`src/rtl/riscfw_pkg.sv`:
```
// Shared definitions for the writeback path: default data width and
// register-address type used by the arbiter and its scoreboard.
package riscfw_pkg;
    localparam int XLEN_DEFAULT = 32;
    localparam int NUM_REGS = 32;

    typedef logic [4:0] reg_addr_t;

    // Register x0 is hardwired to zero and can never be pending.
    localparam logic [NUM_REGS-1:0] X0_CLEAR_MASK = {{(NUM_REGS-1){1'b1}}, 1'b0};

    function automatic logic [NUM_REGS-1:0] reg_bit(input reg_addr_t addr);
        reg_bit = {{(NUM_REGS-1){1'b0}}, 1'b1} << addr;
    endfunction
endpackage

```
`src/rtl/wb_scoreboard.sv`:
```
// Register scoreboard: one pending bit per register, set on issue, cleared on
// writeback (set wins on collision), and a combinational hazard query.
module wb_scoreboard
    import riscfw_pkg::*;
(
    input  logic                clk,
    input  logic                reset,
    input  logic                set_en,
    input  reg_addr_t           set_addr,
    input  logic                clr_en,
    input  reg_addr_t           clr_addr,
    input  reg_addr_t           rs1_addr,
    input  reg_addr_t           rs2_addr,
    input  logic                rs1_bypass,
    input  logic                rs2_bypass,
    output logic [NUM_REGS-1:0] pending,
    output logic                stall
);
    logic [NUM_REGS-1:0] set_mask;
    logic [NUM_REGS-1:0] clr_mask;
    logic                rs1_busy;
    logic                rs2_busy;

    assign set_mask = set_en ? reg_bit(set_addr) : '0;
    assign clr_mask = clr_en ? reg_bit(clr_addr) : '0;

    // Applying the set after the clear lets a new issue win over a retiring write.
    always_ff @(posedge clk or negedge reset) begin
        if (!reset) begin
            pending <= '0;
        end else begin
            pending <= ((pending & ~clr_mask) | set_mask) & X0_CLEAR_MASK;
        end
    end

    assign rs1_busy = (rs1_addr != '0) && pending[rs1_addr] && !rs1_bypass;
    assign rs2_busy = (rs2_addr != '0) && pending[rs2_addr] && !rs2_bypass;
    assign stall    = rs1_busy || rs2_busy;
endmodule

```
`src/rtl/writeback_arbiter.sv`:
```
// Writeback arbiter: merges load and ALU results into one registered
// register-file write port and tracks in-flight destinations.
// Optional operand forwarding from the write port: define WB_FORWARD_EN.
module writeback_arbiter
    import riscfw_pkg::*;
#(
    parameter int XLEN = XLEN_DEFAULT
) (
    input  logic                clk,
    input  logic                reset,
    input  logic                issue_valid,
    input  reg_addr_t           issue_rd,
    input  logic                alu_valid,
    output logic                alu_ready,
    input  reg_addr_t           alu_rd,
    input  logic [XLEN-1:0]     alu_data,
    input  logic                mem_valid,
    output logic                mem_ready,
    input  reg_addr_t           mem_rd,
    input  logic [XLEN-1:0]     mem_data,
    output logic                write_enable,
    output reg_addr_t           write_addr,
    output logic [XLEN-1:0]     write_data,
    input  reg_addr_t           rs1_addr,
    input  reg_addr_t           rs2_addr,
    output logic                stall,
    output logic [NUM_REGS-1:0] pending
`ifdef WB_FORWARD_EN
    ,
    output logic                fwd1_hit,
    output logic                fwd2_hit,
    output logic [XLEN-1:0]     fwd_data
`endif
);
    logic            mem_fire;
    logic            alu_fire;
    logic            acc_valid;
    reg_addr_t       acc_rd;
    logic [XLEN-1:0] acc_data;
    logic            rs1_bypass;
    logic            rs2_bypass;

    // Loads always win; the ALU waits whenever a load result is presented.
    assign mem_ready = 1'b1;
    assign alu_ready = !mem_valid;
    assign mem_fire  = mem_valid && mem_ready;
    assign alu_fire  = alu_valid && alu_ready;

    always_comb begin
        acc_valid = mem_fire || alu_fire;
        acc_rd    = alu_rd;
        acc_data  = alu_data;
        if (mem_fire) begin
            acc_rd   = mem_rd;
            acc_data = mem_data;
        end
    end

    // Results to x0 are consumed but never written, and the port keeps its old address/data.
    always_ff @(posedge clk or negedge reset) begin
        if (!reset) begin
            write_enable <= 1'b0;
            write_addr   <= '0;
            write_data   <= '0;
        end else begin
            write_enable <= acc_valid && (acc_rd != '0);
            if (acc_valid && (acc_rd != '0)) begin
                write_addr <= acc_rd;
                write_data <= acc_data;
            end
        end
    end

`ifdef WB_FORWARD_EN
    assign fwd1_hit   = write_enable && (rs1_addr != '0) && (write_addr == rs1_addr);
    assign fwd2_hit   = write_enable && (rs2_addr != '0) && (write_addr == rs2_addr);
    assign fwd_data   = write_data;
    assign rs1_bypass = fwd1_hit;
    assign rs2_bypass = fwd2_hit;
`else
    assign rs1_bypass = 1'b0;
    assign rs2_bypass = 1'b0;
`endif

    wb_scoreboard u_scoreboard (
        .clk        (clk),
        .reset      (reset),
        .set_en     (issue_valid),
        .set_addr   (issue_rd),
        .clr_en     (write_enable),
        .clr_addr   (write_addr),
        .rs1_addr   (rs1_addr),
        .rs2_addr   (rs2_addr),
        .rs1_bypass (rs1_bypass),
        .rs2_bypass (rs2_bypass),
        .pending    (pending),
        .stall      (stall)
    );
endmodule
```
`config.mk`:
```
export PLATFORM = sky130hd
export DESIGN_NAME = writeback_arbiter
export DESIGN_NICKNAME = d
export VERILOG_FILES = /design/src/rtl/riscfw_pkg.sv /design/src/rtl/wb_scoreboard.sv /design/src/rtl/writeback_arbiter.sv
export SDC_FILE = /design/constraint.sdc
export NUM_CORES = 1
export LEC_CHECK = 0
export CAP_MARGIN = 5
export CORE_UTILIZATION = 45
export DETAILED_ROUTE_END_ITERATION = 7
export PLACE_DENSITY = 0.85
export SLEW_MARGIN = 30
export SYNTH_ARGS = -nofsm -noshare
export SYNTH_HDL_FRONTEND = slang
export SYNTH_SLANG_ARGS = --single-unit
export TNS_END_PERCENT = 1
```
`constraint.sdc`:
```
create_clock -name clk -period 3.9 [get_ports clk]
set_clock_uncertainty 0.2 [all_clocks]
set_input_delay 0.585 -clock clk [delete_from_list [all_inputs] [get_ports clk]]
set_output_delay 0.585 -clock clk [all_outputs]
set_load 0.005 [all_outputs]
```
==> run summary <==
die span in y = 94.7 um
die width = 94.7 um
P per Cell Area = 487 nW/um^2
GRT busiest layer = met2
vias in the first global route = 3,682
critical path data required time = 3.12 ns
post-route ant nets = 0
post-layout util = 0.702
switching part of the total = 0.302
CP max FO = 7
Max H-tree Level = 3
Die ar. = 8960 um^2
crit path capture type = output port
hold_buf cts = 0
drt first pass iters = 4
Simple-Gate Fraction of Synth Area = 0.151
total clock sinks = 69
Clock Latency Late Sink = 0.33 ns
Combinational Power Share = 0.349
Iter 0 DRT Violations = 259
Final setup viols = 0
syn_nets = 458
cell area after synthesis = 3860 um^2
fin. max-slew vios = 0
WS Path Type = in -> out
met2 usage = 0.451
Post-synth EDFFs = 0
via/cell ratio = 5.61
Syn Inst Count = 364
antenna diode count = 0
Tot Pwr = 2.82 mW
total of max-cap violations = 0
RSZ-0062 raised after global routing = false
Rows = 33
Avg Synthesized Cell Area = 10.6 um^2
Final period util = 0.947
Max Root-Sink Buffers = 2
Tightest Pin Transition = 0.729 ns
Sw Pwr = 0.851 mW
DRC Markers = 0
Hold Path Class = in -> async
Static Leak = 2.26 nW
xor/xnor share of the synthesized area = 0
min cycle time layout = 3.69 ns
GR Util met3 = 0.0644
synth unique cells = 47
CTS tree = done
fraction of layout cells with a size suffix above 1 = 0.142
Clk pin slew, worst setup/hold paths = 0.07 ns
largest net degree at the start of global routing = 40
gpl congestion = 0.871
clock power share = 0.252
mux contribution to synthesized area = 0.170
DP HPWL = 8.75 mm
ys async rst share = 1.00
Fin. Hold Viols = 0
post-CTS sizing = 0
root buffer cell = clkbuf_8
status = finished clean
TritonCTS Buffers = 9
first-pass GRT wire length = 18.2 mm
# IOs = 167
antenna violations before repair = 0
Synth warnings = 0
I/O Buffers = 164
main combinational cell family by area after synthesis = compound AO/OA/AOI/OAI gates
met1 Resource Use GR = 0.323
Startpoint Class = input pin
Int Pwr = 1.97 mW
register area share after synthesis = 0.447
Setup TNS = 0 ns
WL/cell = 17.7 um
setup bufs post-CTS = 0
final wirelength = 11.2 mm
max_slew headroom = 0.514
Core Footprint = 8260 um^2
Arr. time, crit path = 2.91 ns
Worst VDD drop = 279 uV
# nets final = 618
initial core utilization = 0.468
Post-synth top flop = dfrtp_1
grt ovf = 0
Reg power frac = 0.399
Synth Area in Compound Gates = 0.179
adder-cell share of the synthesized area = 0
All-Layer GR Usage = 0.265
Via Count = 3,557
flops & latches, synth = 69
area growth from synthesis to layout = 50.0%
Fmax = 271 MHz
## power groups by stage
| stage | sequential, mW | combinational (mW) | clock, mW |
|---|---|---|---|
| 6_report | 1.13 | 0.984 | 0.711 |
| 5_1_grt | 1.16 | 1.08 | 0.753 |
| 4_1_cts | 1.12 | 0.993 | 0.721 |
| 3_5_place_dp | 1.14 | 0.987 | 0 |
| 3_3_place_gp | 1.13 | 0.951 | 0 |
| 2_1_floorplan | 1.07 | 0.391 | 0 |
## stage by stage
stage               cell area (um^2)  hold slack [ns]  cells  setup slack, ns
floorplan                       3860           0.0894    364             1.43
global placement                5520            0.307    617            0.208
detailed placement              5550            0.319    618            0.185
CTS                             5800            0.119    634            0.175
global route                    5800            0.158    634           0.0198
finish                          5800            0.102    634            0.208
## cell usage in the layout, fill, tap and decap left out, types with 2 or more instances in the layout
master           instances
clkinvlp_4               2
dfrtp_1                 69
buf_4                    5
buf_2                    2
mux4_2                   8
nor4b_1                  2
nor2_4                  10
o211ai_1                 3
nor2_2                   4
nand2_1                  7
nand3b_1                 2
nand4b_1                 2
o21ai_1                  2
o21ai_0                 62
nor2b_1                  6
a221oi_1                 2
a21oi_1                 23
mux2i_1                 38
or2_2                    6
nor2_1                  26
conb_1                   2
bufinv_16                3
mux2_2                   4
clkbuf_8                10
a21oi_2                 14
nand3_1                  5
nand2b_1                17
inv_1                    5
or4_1                    2
a2111oi_0                3
a211oi_1                 2
clkdlybuf4s50_1        162
## per-layer routing
metal / vias to the layer above / routed length (um)
li1: 1641 / -
met1: 1721 / 4410
met2: 176 / 5680
met3: 19 / 913
met4: 0 / 229
met5: - / 0
## worst max-delay path, stage by stage
cell,delay (ns)
clkdlybuf4s50_1,0.71
mux4_2,0.55
nor2_1,0.10
nor4b_1,0.08
nor4_1,0.32
nand3_1,0.11
clkdlybuf4s50_1,0.45
## worst paths after layout
| check | to | startpoint | cells after the start | slack, ns |
|---|---|---|---|---|
| max in group asynchronous | u_scoreboard.pending[12]$_DFF_PN0_ | reset | 2 | 2.44 |
| max | stall | rs1_addr[0] | 7 | 0.21 |
| min in group clk | write_data[9]$_DFFE_PN0P_ | write_data[9]$_DFFE_PN0P_ | 2 | 0.34 |
| max reg2reg | u_scoreboard.pending[12]$_DFF_PN0_ | write_addr[4]$_DFFE_PN0P_ | 4 | 2.12 |
| min | write_data[23]$_DFFE_PN0P_ | reset | 1 | 0.10 |
| min reg2reg | write_data[9]$_DFFE_PN0P_ | write_data[9]$_DFFE_PN0P_ | 2 | 0.34 |
## synthesized netlist by cell type, types with 2 or more instances
master,count,area share
clkbuf_1,5,0.0049
a21oi_1,23,0.030
nor2_1,26,0.025
nand4b_1,2,0.0045
buf_2,4,0.0052
nand2_1,7,0.0068
mux2_2,4,0.012
a2111oi_0,3,0.0068
o21ai_0,62,0.080
o211ai_1,3,0.0058
nor2b_1,6,0.0097
nor2_4,10,0.029
nand2b_1,17,0.028
nor2_2,4,0.0065
a211oi_1,2,0.0039
conb_1,2,0.0019
nor4b_1,2,0.0045
nand3_1,5,0.0065
a21oi_2,14,0.032
buf_4,2,0.0039
inv_1,5,0.0049
nand3b_1,2,0.0039
or4_1,2,0.0039
a221oi_1,2,0.0045
or2_2,6,0.0097
o21ai_1,3,0.0039
mux2i_1,38,0.098
mux4_2,8,0.047
dfrtp_1,69,0.45
buf_6,9,0.026
## area by class of cell
type / count / area [um^2]
timing repair buffer: 171 / 1720
clock inverter: 6 / 110
clock buffer: 10 / 138
sequential: 69 / 1730
multi-input combinational: 268 / 1950
fill: 603 / 2460
inverter: 5 / 18.8
tap: 105 / 131
## sequential cells by signal, summed over array words and instances (netlist names)
| name | cells |
|---|---|
| u_scoreboard.pending | 31 |
| write_addr | 5 |
| write_data | 32 |
| write_enable | 1 |
## cells by family (layout without fill, tap and decap cells)
family / Yosys count / in the layout
DFF: 69 / 69
buffers and inverters: 27 / 192
AOI/OAI and AO/OA: 117 / 117
other: 2 / 2
and+or+nand+nor: 96 / 96
muxes: 53 / 53
Power figures use the tool's default switching activity.
